==> config.mk <==
export PLATFORM = sky130hd
export DESIGN_NAME = conv3x3_window_mac
export DESIGN_NICKNAME = d
export VERILOG_FILES = /design/src/rtl/conv3x3_window_mac_pkg.sv /design/src/rtl/conv3x3_window_mac_mac_stage.sv /design/src/rtl/conv3x3_window_mac.sv
export SDC_FILE = /design/constraint.sdc
export NUM_CORES = 1
export LEC_CHECK = 0
export CAP_MARGIN = 0
export CORE_MARGIN = 2
export CORE_UTILIZATION = 25
export CTS_BUF_LIST = sky130_fd_sc_hd__clkbuf_8 sky130_fd_sc_hd__clkbuf_16
export CTS_CLUSTER_DIAMETER = 120
export CTS_CLUSTER_SIZE = 20
export DETAILED_ROUTE_END_ITERATION = 6
export DONT_BUFFER_PORTS = 1
export GPL_TIMING_DRIVEN = 0
export PLACE_DENSITY = 0.44
export SETUP_SLACK_MARGIN = 0.4
export SLEW_MARGIN = 25
export SYNTH_ARGS = -nofsm -noshare
export SYNTH_HDL_FRONTEND = slang
export SYNTH_SLANG_ARGS = --single-unit
==> constraint.sdc <==
create_clock -name clk -period 10.58 [get_ports clk]
set_input_delay 1.058 -clock clk [delete_from_list [all_inputs] [get_ports clk]]
set_output_delay 1.058 -clock clk [all_outputs]
set_load 0.005 [all_outputs]
==> src/rtl/conv3x3_window_mac_pkg.sv <==
// Shared constants for the 3x3 convolution datapath and its upstream window
// address generator: pixel/coefficient/accumulator widths, frame geometry and
// tap ordering (t = 3*column + row, column-major, so tap 4 is the centre).
package conv3x3_window_mac_pkg;

    localparam int PIX_W      = 8;     // unsigned pixel width
    localparam int COEF_W     = 8;     // signed coefficient width
    localparam int ACC_W      = 21;    // 9-bit signed pixel x 8-bit coef = 17 bits, +4 guard
    localparam int ADDR_W     = 12;    // result-memory address width
    localparam int IMG_W      = 50;    // input image is IMG_W x IMG_W
    localparam int NUM_WIN    = (IMG_W - 2) * (IMG_W - 2);  // 2304 valid windows per frame
    localparam int TAPS       = 9;
    localparam int TAP_CENTER = 4;
    localparam int TAP_W      = 4;     // also the width of the coefficient address port

    // Largest representable output pixel, at accumulator width for signed compares.
    localparam logic signed [ACC_W-1:0] PIX_MAX = ACC_W'((1 << PIX_W) - 1);

endpackage

==> src/rtl/conv3x3_window_mac_mac_stage.sv <==
// conv_mac_stage: one multiply stage followed by one accumulate stage.
// Ports: clk/rst; flush_i drops an in-flight window end; in_vld_i/pix_i/coef_i with
// first_i/last_i tap markers in; acc_o plus acc_last_vld_o (window sum complete) out.
// Latency: a pixel sampled on edge N is part of acc_o after edge N+1. No backpressure.
module conv_mac_stage
    import conv3x3_window_mac_pkg::*;
(
    input  logic                     clk,
    input  logic                     rst,
    input  logic                     flush_i,
    input  logic                     in_vld_i,
    input  logic [PIX_W-1:0]         pix_i,
    input  logic signed [COEF_W-1:0] coef_i,
    input  logic                     first_i,
    input  logic                     last_i,
    output logic signed [ACC_W-1:0]  acc_o,
    output logic                     acc_last_vld_o
);

    logic signed [ACC_W-1:0] pix_ext, coef_ext, prod_d, prod_q, acc_d, acc_q;
    logic                    p_vld_q, first_q, last_q, acc_last_q;

    // Pixel is zero-extended (always non-negative), coefficient sign-extended.
    assign pix_ext  = {{(ACC_W-PIX_W){1'b0}}, pix_i};
    assign coef_ext = {{(ACC_W-COEF_W){coef_i[COEF_W-1]}}, coef_i};
    assign prod_d   = pix_ext * coef_ext;

    // Loading on the first tap (rather than clearing) lets windows run back to back.
    assign acc_d = first_q ? prod_q : acc_q + prod_q;

    always_ff @(posedge clk) begin
        if (rst) begin
            prod_q     <= '0;
            first_q    <= 1'b0;
            last_q     <= 1'b0;
            p_vld_q    <= 1'b0;
            acc_q      <= '0;
            acc_last_q <= 1'b0;
        end else begin
            // Stage 1 always accepts: a pixel arriving with flush_i is the new frame's tap 0.
            p_vld_q <= in_vld_i;
            if (in_vld_i) begin
                prod_q  <= prod_d;
                first_q <= first_i;
                last_q  <= last_i;
            end
            if (p_vld_q) begin
                acc_q <= acc_d;
            end
            // A window finishing across a flush belongs to the old frame: drop it.
            acc_last_q <= p_vld_q & last_q & ~flush_i;
        end
    end

    assign acc_o          = acc_q;
    assign acc_last_vld_o = acc_last_q;

endmodule

==> src/rtl/conv3x3_window_mac.sv <==
// conv3x3_window_mac: 3x3 kernel MAC over a column-major pixel stream, shift+clamp to 8 bits.
// Ports: clk/rst, frame_start, pix_in/pix_valid, coef_wr/coef_addr/coef_data in;
// conv_out/conv_valid/out_addr/done out. Latency: 9th pixel on edge N -> conv_valid after N+2.
// No backpressure; pix_valid gaps stall the tap counter only, and pixels are ignored once done.
module conv3x3_window_mac
    import conv3x3_window_mac_pkg::*;
#(
    parameter int SHIFT = 0
) (
    input  logic                     clk,
    input  logic                     rst,
    input  logic                     frame_start,
    input  logic [PIX_W-1:0]         pix_in,
    input  logic                     pix_valid,
    input  logic                     coef_wr,
    input  logic [TAP_W-1:0]         coef_addr,
    input  logic signed [COEF_W-1:0] coef_data,
    output logic [PIX_W-1:0]         conv_out,
    output logic                     conv_valid,
    output logic [ADDR_W-1:0]        out_addr,
    output logic                     done
);

    logic [TAP_W-1:0]         tap_q, tap_d, tap_cur;
    logic                     accept;
    logic signed [COEF_W-1:0] coef_q [TAPS];
    logic signed [ACC_W-1:0]  acc, acc_sh;
    logic                     acc_last_vld;
    logic [PIX_W-1:0]         conv_d;
    logic [PIX_W-1:0]         conv_out_q;
    logic                     conv_valid_q, done_q;
    logic [ADDR_W-1:0]        out_addr_q;

    // frame_start realigns immediately, so a pixel in the same cycle is tap 0
    // and is accepted even if the previous frame had finished.
    always_comb begin
        tap_cur = frame_start ? '0 : tap_q;
        accept  = pix_valid & (~done_q | frame_start);
        tap_d   = tap_q;
        if (accept) begin
            tap_d = (tap_cur == TAP_W'(TAPS - 1)) ? '0 : tap_cur + 1'b1;
        end else if (frame_start) begin
            tap_d = '0;
        end
    end

    always_ff @(posedge clk) begin
        if (rst) begin
            tap_q <= '0;
        end else begin
            tap_q <= tap_d;
        end
    end

    // Coefficient file. A same-edge write and pixel read sees the old value
    // because the multiplier samples coef_q before this update lands.
    always_ff @(posedge clk) begin
        if (rst) begin
            for (int i = 0; i < TAPS; i++) begin
                coef_q[i] <= '0;
            end
            coef_q[TAP_CENTER] <= COEF_W'(1 << SHIFT);
        end else if (coef_wr && (coef_addr < TAP_W'(TAPS))) begin
            coef_q[coef_addr] <= coef_data;
        end
    end

    conv_mac_stage u_mac (
        .clk            (clk),
        .rst            (rst),
        .flush_i        (frame_start),
        .in_vld_i       (accept),
        .pix_i          (pix_in),
        .coef_i         (coef_q[tap_cur]),
        .first_i        (tap_cur == '0),
        .last_i         (tap_cur == TAP_W'(TAPS - 1)),
        .acc_o          (acc),
        .acc_last_vld_o (acc_last_vld)
    );

    always_comb begin
        acc_sh = acc >>> SHIFT;
        if (acc_sh < 0) begin
            conv_d = '0;
        end else if (acc_sh > PIX_MAX) begin
            conv_d = '1;
        end else begin
            conv_d = acc_sh[PIX_W-1:0];
        end
    end

    always_ff @(posedge clk) begin
        if (rst) begin
            conv_out_q   <= '0;
            conv_valid_q <= 1'b0;
            out_addr_q   <= '0;
            done_q       <= 1'b0;
        end else if (frame_start) begin
            conv_valid_q <= 1'b0;
            out_addr_q   <= '0;
            done_q       <= 1'b0;
        end else begin
            conv_valid_q <= acc_last_vld;
            if (acc_last_vld) begin
                conv_out_q <= conv_d;
            end
            // out_addr names the result currently on conv_out, so it moves after the strobe.
            if (conv_valid_q) begin
                out_addr_q <= out_addr_q + 1'b1;
                if (out_addr_q == ADDR_W'(NUM_WIN - 1)) begin
                    done_q <= 1'b1;
                end
            end
        end
    end

    assign conv_out   = conv_out_q;
    assign conv_valid = conv_valid_q;
    assign out_addr   = out_addr_q;
    assign done       = done_q;

endmodule

==> impl_metrics.json, run 1 <==
{
  "dieArea_um2": 47700,
  "tns_ns": 0,
  "grt_pass1_vias": 8261,
  "ios": 47,
  "cts_buffers": 17,
  "clk_latency_ns": 0.46,
  "dp_cells": 1777,
  "dp_slack_ns": 3.42,
  "via_count": 8261,
  "final_cells": 1809,
  "power_frac_comb": 0.310,
  "cts_tree": "done",
  "endpoint_kind": "register",
  "post-synth-top-area-cell": "edfxtp_1",
  "ys.flop_type": "edfxtp_1",
  "routed.top_layer": "met5",
  "ir_drop_uv": 126,
  "layout_min_cycle_time_ns": 6.67,
  "viasPerCell": 4.57,
  "p_leak_nw": 5.02,
  "path_class": "in -> reg",
  "synth_most_common_cell": "nor2_1",
  "grt_pass1_wl_um": 48800,
  "ys_warn_count": 0,
  "cp-start-kind": "input pin",
  "dr_wl_met3_um": 1320,
  "core_um2": 45400,
  "drive_gt1_frac": 0.0629,
  "slew_violations": 0,
  "hold_start": "u_mac.last_q",
  "hp-class": "reg -> reg",
  "avgRoutedWirePerCell_um": 17.2,
  "cts_root_buf": "clkbuf_16",
  "r2r_start": "tap_q[1]",
  "cap_violations": 0,
  "fin_crit_sh": 0.631,
  "final_hold_viol_count": 0,
  "synth_edf_count": 128,
  "clkTransAtPathRegs_ns": 0.07,
  "ant_nets": 0,
  "fp.dieW_um": 218,
  "cts_setup_buffers": 0,
  "synth_seq_cells": 196,
  "max_stage_delay_ns": 0.59,
  "antennaDiodeCount": 0,
  "drt_wl_total_um": 31100,
  "setup_ws_ns": 3.91,
  "clockPowerShare": 0.290,
  "cp_num_buf_inv": 5,
  "post-route-util": 0.287,
  "cp_max_fo": 10,
  "grt_setup_unrepaired": "no",
  "synthTopCellsByArea": "edfxtp_1, dfxtp_1, ha_1",
  "cp-startpoint": "frame_start",
  "power_density_nw_per_um2": 173,
  "synth_commonest_cells": "nor2_1, edfxtp_1, nand2_1, inv_1, dfxtp_1",
  "gp_congestion": 0.790,
  "crit_chain": "inv_1, nand2_1, buf_2, a221oi_1, nor2_1, a32oi_2, nand2_1, fa_1, fa_1, inv_1, ha_1, inv_1, fa_1, inv_1, ha_1, a21o_1, a21oi_2, o21ai_1, a2111o_1, a311oi_2, xnor2_1, nand2_1, a21oi_1",
  "ys_types": 71,
  "dpl.hpwl_um": 23000,
  "synthArstFlopShare": 0,
  "switchingPower_w": 0.000762,
  "switching_share": 0.337,
  "crit_family": "compound AO/OA/AOI/OAI gates",
  "fmax_mhz": 150,
  "rows": 78,
  "start_util": 0.253,
  "setup_viol": 0,
  "antenna_found_initial": 1,
  "synth.avg_cell_area_um2": 10.3,
  "ys_seq_area_frac": 0.453,
  "clock_sinks": 196,
  "slew_headroom": 0.294,
  "drt-initial-drc-count": 476,
  "critPathArrivalTime_ns": 7.06,
  "hold_buffers": 0,
  "synth_top_area_share": 0.334,
  "status": "completed",
  "fillCellCount": 4778,
  "grt_usage": 0.135,
  "drc": 0,
  "h-tree-depth": 4,
  "grt_max_degree": 19,
  "syn_inst": 1122,
  "cts_max_path_buffers": 2,
  "portBuffers": 0,
  "fin_nets": 1325,
  "die_h_um": 218,
  "routed-wl-met2_um": 14100,
  "drt-pass1-iter-count": 5,
  "critPathMostFrequentCell": "inv_1",
  "wl_met1_um": 15100,
  "postCtsResizedCells": 0,
  "grt-ovfl-total": 0,
  "syn2layout_area_growth_pct": 13.3,
  "p_int_w": 0.00150,
  "crit_slowest_cell": "fa_1",
  "netlist_area_um2": 11500,
  "required_ns": 10.97,
  "tightest_slew_ns": 1.05,
  "seqPwrFrac": 0.400,
  "skew_ns": 0.00816
}
## tightest hold or removal path, stage by stage, from the launching register on
cell	delay, ns
dfxtp_1	0.31
nand2_1	0.06
nor2_1	0.04
## registers in the layout, summed over array words and instances (netlist names)
register              flops
u_mac.first_q             1
coef_q                  128
conv_valid                1
out_addr                 12
u_mac.acc_last_vld_o      1
tap_q                     4
u_mac.prod_q             17
u_mac.p_vld_q             1
u_mac.last_q              1
conv_out                  8
done                      1
u_mac.acc_o              21
## through the flow
step / hold slack, ns / power [W] / area [um^2]
final: 0.454 / 0.00226 / 13000
after global routing: 0.472 / 0.00241 / 13000
after CTS: 0.459 / 0.00229 / 13000
after detailed placement: 0.448 / 0.00163 / 12500
after global placement: 0.446 / 0.00163 / 12500
after floorplan: 0.419 / 0.00147 / 11700
## logic make-up (layout without fill, tap and decap cells)
| family | Yosys count | in the layout | synth area share |
|---|---|---|---|
| flops | 196 | 196 | 0.453 |
| xor+xnor | 33 | 33 | 0.0251 |
| mux | 53 | 53 | 0.0461 |
| fa+ha+maj | 104 | 104 | 0.138 |
| compound gates | 190 | 190 | 0.125 |
| simple gates | 408 | 408 | 0.165 |
| other cells | 1 | 56 | 0.000326 |
| buf+inv | 137 | 169 | 0.0479 |
## per-layer routing
| layer | GRT usage | vias to the layer above |
|---|---|---|
| li1 | - | 4035 |
| met1 | 0.187 | 4061 |
| met2 | 0.211 | 131 |
| met3 | 0.0249 | 32 |
| met4 | 0.0476 | 2 |
| met5 | 0 | - |
## cell usage in the layout (no fill, tap or decap), types with 21 or more instances in the layout
| cell | instances |
|---|---|
| a21oi_1 | 47 |
| and2_1 | 45 |
| clkbuf_1 | 35 |
| conb_1 | 56 |
| dfxtp_1 | 68 |
| edfxtp_1 | 128 |
| fa_1 | 38 |
| ha_1 | 66 |
| inv_1 | 84 |
| mux2i_1 | 53 |
| nand2_1 | 99 |
| nor2_1 | 167 |
| xnor2_1 | 21 |
## final timing paths
path                                to  slack (ns)  cells past startpoint
setup reg to reg      u_mac.prod_q[13]        4.08                     23
setup / recovery      u_mac.prod_q[13]        3.91                     23
hold reg to reg   u_mac.acc_last_vld_o        0.45                      2
hold / removal    u_mac.acc_last_vld_o        0.45                      2
## power by group through the flow
| stage | combinational [W] | clock, W | sequential [W] |
|---|---|---|---|
| final | 0.000701 | 0.000655 | 0.000902 |
| after global routing | 0.000809 | 0.000694 | 0.000909 |
| after CTS | 0.000716 | 0.000668 | 0.000903 |
| after detailed placement | 0.000707 | 0 | 0.000921 |
| after global placement | 0.000708 | 0 | 0.000920 |
| after floorplan | 0.000560 | 0 | 0.000906 |
## layout make-up
type / count / area, um^2 / share of cell area
Multi-Input combinational cell: 844 / 5950 / 0.457
Sequential cell: 196 / 5200 / 0.399
Tap cell: 600 / 751 / 0.0576
Clock buffer: 17 / 425 / 0.0326
Inverter: 85 / 319 / 0.0245
Buffer: 52 / 231 / 0.0178
Clock inverter: 15 / 146 / 0.0112
No activity file was read; power rests on OpenSTA's default activity.
==> run 2: changes to the inputs <==
ABC_AREA = 1   (was unset)
PLACE_DENSITY = 0.46   (was 0.44)
clock period = 5.4 ns   (was 10.58 ns; I/O delays follow)
==> impl_metrics.json, run 2 <==
{
  "layout_min_cycle_time_ns": 4.83,
  "power_density_nw_per_um2": 355,
  "ios": 47,
  "setup.worst_path.end": "u_mac.prod_q[8]",
  "largest_reg_flops": 128,
  "tns_ns": 0,
  "clk_latency_ns": 0.47,
  "required_ns": 5.75,
  "ir_drop_uv": 245,
  "cp-start-kind": "register",
  "fin_nets": 1699,
  "skew_ns": 0.0147,
  "cp-startpoint": "tap_q[0]",
  "synth_seq_cells": 196,
  "via_count": 9733,
  "reg2reg_depth": 25,
  "synth.avg_cell_area_um2": 8.16,
  "hp-class": "in -> reg",
  "grt-ovfl-total": 0,
  "drc": 0,
  "grt_pass1_vias": 9649,
  "syn_inst": 1460,
  "slew_violations": 0,
  "switching_share": 0.369,
  "dpl.hpwl_um": 25700,
  "setup_viol": 0,
  "syn2layout_area_growth_pct": 22.6,
  "grt_setup_unrepaired": "no",
  "path_class": "reg -> reg",
  "postPlaceCellArea_um2": 12900,
  "gp_congestion": 0.915,
  "viasPerCell": 4.44,
  "status": "completed",
  "fmax_mhz": 207,
  "ys_warn_count": 0,
  "die_h_um": 222,
  "start_util": 0.255,
  "antenna_found_initial": 1,
  "fp.dieW_um": 222,
  "switchingPower_w": 0.00191,
  "p_leak_nw": 6.40,
  "holdWs_ns": 0.295,
  "ys_types": 40,
  "drt_wl_total_um": 34300,
  "dieArea_um2": 49400,
  "drive_gt1_frac": 0.144,
  "drt-pass1-iter-count": 6,
  "clock_sinks": 196,
  "r2r_slack_ns": 0.57,
  "avgRoutedWirePerCell_um": 15.6,
  "portBuffers": 0,
  "cts_buffers": 17,
  "postLayoutCellArea_um2": 14600,
  "h-tree-depth": 4,
  "post-synth-top-area-cell": "edfxtp_1",
  "synthArstFlopShare": 0,
  "seqPwrFrac": 0.343,
  "synth_edf_count": 128,
  "hold_buffers": 0,
  "ys.flop_type": "edfxtp_1",
  "clockPowerShare": 0.267,
  "synthTopCellsByArea": "edfxtp_1, nand2_1, dfxtp_1",
  "core_um2": 46800,
  "cts_max_path_buffers": 2,
  "fin_crit_sh": 0.895,
  "synth_top_area_share": 0.323,
  "reg2reg_to": "u_mac.prod_q[8]",
  "final_hold_viol_count": 0,
  "netlist_area_um2": 11900,
  "critPathArrivalTime_ns": 5.19,
  "post-route-util": 0.312,
  "ys_seq_area_frac": 0.437,
  "p_int_w": 0.00327,
  "grt_usage": 0.141,
  "r2r_start": "tap_q[0]",
  "cts_tree": "done",
  "cp_max_fo": 6,
  "ant_nets": 0,
  "fillCellCount": 4973,
  "grt_pass1_wl_um": 53600,
  "endpoint_kind": "register",
  "cts_root_buf": "clkbuf_16",
  "grt_max_degree": 21,
  "antennaDiodeCount": 0,
  "clkTransAtPathRegs_ns": 0.09,
  "mostFrequentLayoutCells": "nand2_1, nor2_1, inv_1",
  "slew_headroom": 0.503,
  "layout_commonest_cell": "nand2_1",
  "cap_violations": 0,
  "finalPower_w": 0.00518,
  "tightest_slew_ns": 0.746,
  "regMostFlops": "coef_q",
  "synth_commonest_cells": "nand2_1, nor2_1, inv_1, nand3_1, edfxtp_1",
  "drt-initial-drc-count": 641,
  "synth_most_common_cell": "nand2_1",
  "rows": 79,
  "power_frac_comb": 0.390
}
==> run 2: cell types whose count changed after synthesis, moves of 20 or more <==
cell	previous run	this run
a211oi_1	20	0
a21oi_1	47	81
and2_1	45	0
inv_1	84	175
mux2i_1	53	0
nand2_1	99	363
nand3_1	11	169
o21ai_0	20	41
==> run 2: cells by family after synthesis <==
group	share of synthesized area
AOI/OAI and AO/OA	0.0639
xor gates and xnor gates	0.00956
adders and majority gates	0.133
buffers and inverters	0.0788
DFF	0.437
other	0.000315
and+or+nand+nor	0.277
==> run 2: per-stage QoR <==
step                std cells  setup slack, ns
floorplan                1515            0.440
global placement         2122           -0.554
detailed placement       2122           -0.534
CTS                      2168            0.386
global route             2190            0.371
finish                   2190            0.565
==> run 2: area by class of cell <==
type	instances	area (um^2)	share of cell area
buffer	40	314	0.0215
clock buffer	17	425	0.0291
clock inverter	15	196	0.0135
inverter	194	762	0.0522
multi-input combinational	1085	6580	0.451
sequential	196	5210	0.357
tap	607	759	0.0520
timing repair buffer	36	354	0.0243
==> run 2: power groups by stage <==
stage | sequential, W | clock (W) | combinational, W
3_5_place_dp | 0.00181 | 0 | 0.00150
3_3_place_gp | 0.00181 | 0 | 0.00150
5_1_grt | 0.00179 | 0.00147 | 0.00229
2_1_floorplan | 0.00178 | 0 | 0.00116
4_1_cts | 0.00178 | 0.00142 | 0.00173
6_report | 0.00178 | 0.00138 | 0.00202
==> run 2: how the worst min path moves through the flow <==
stage | start | endpoint | slack [ns] | cells past startpoint
after floorplan | u_mac.last_q | u_mac.acc_last_vld_o | 0.42 | 2
after global placement | u_mac.last_q | u_mac.acc_last_vld_o | 0.47 | 2
after detailed placement | u_mac.last_q | u_mac.acc_last_vld_o | 0.47 | 2
after CTS | pix_in[0] | u_mac.prod_q[0] | 0.26 | 2
after global routing | pix_in[0] | u_mac.prod_q[0] | 0.29 | 2
final | pix_in[0] | u_mac.prod_q[0] | 0.30 | 2
==> run 2: worst max-delay path, stage by stage, from the launching register on <==
cell and delay, ns:
dfxtp_2 0.33, buf_6 0.13, nand2_8 0.11, buf_12 0.16
buf_8 0.12, nand2_1 0.05, nand3_1 0.11, nand3_2 0.14
nand3_2 0.14, nand2_4 0.11, inv_2 0.07, nand2_1 0.07
fa_2 0.48, fa_1 0.51, inv_1 0.06, fa_1 0.53
inv_1 0.05, fa_1 0.49, inv_2 0.05, ha_4 0.26
a21oi_2 0.18, nand2_2 0.12, buf_4 0.15, xor2_1 0.13
o21ai_0 0.14, inv_1 0.05
==> run 2: what timing repair did <==
item,in CTS,in global routing
setup endpoints to repair,10,10
cloned,1,3
gates resized for setup,72,120
hold endpoints to repair,0,0
setup buffers,13,19
pin swaps,14,67
==> run 2: per-layer routing <==
layer	global-route usage	routed length (um)	vias to the layer above
met5	0	13	-
met4	0.0429	825	2
met3	0.0300	1490	40
met2	0.240	16300	154
met1	0.179	15600	4593
li1	-	-	4944
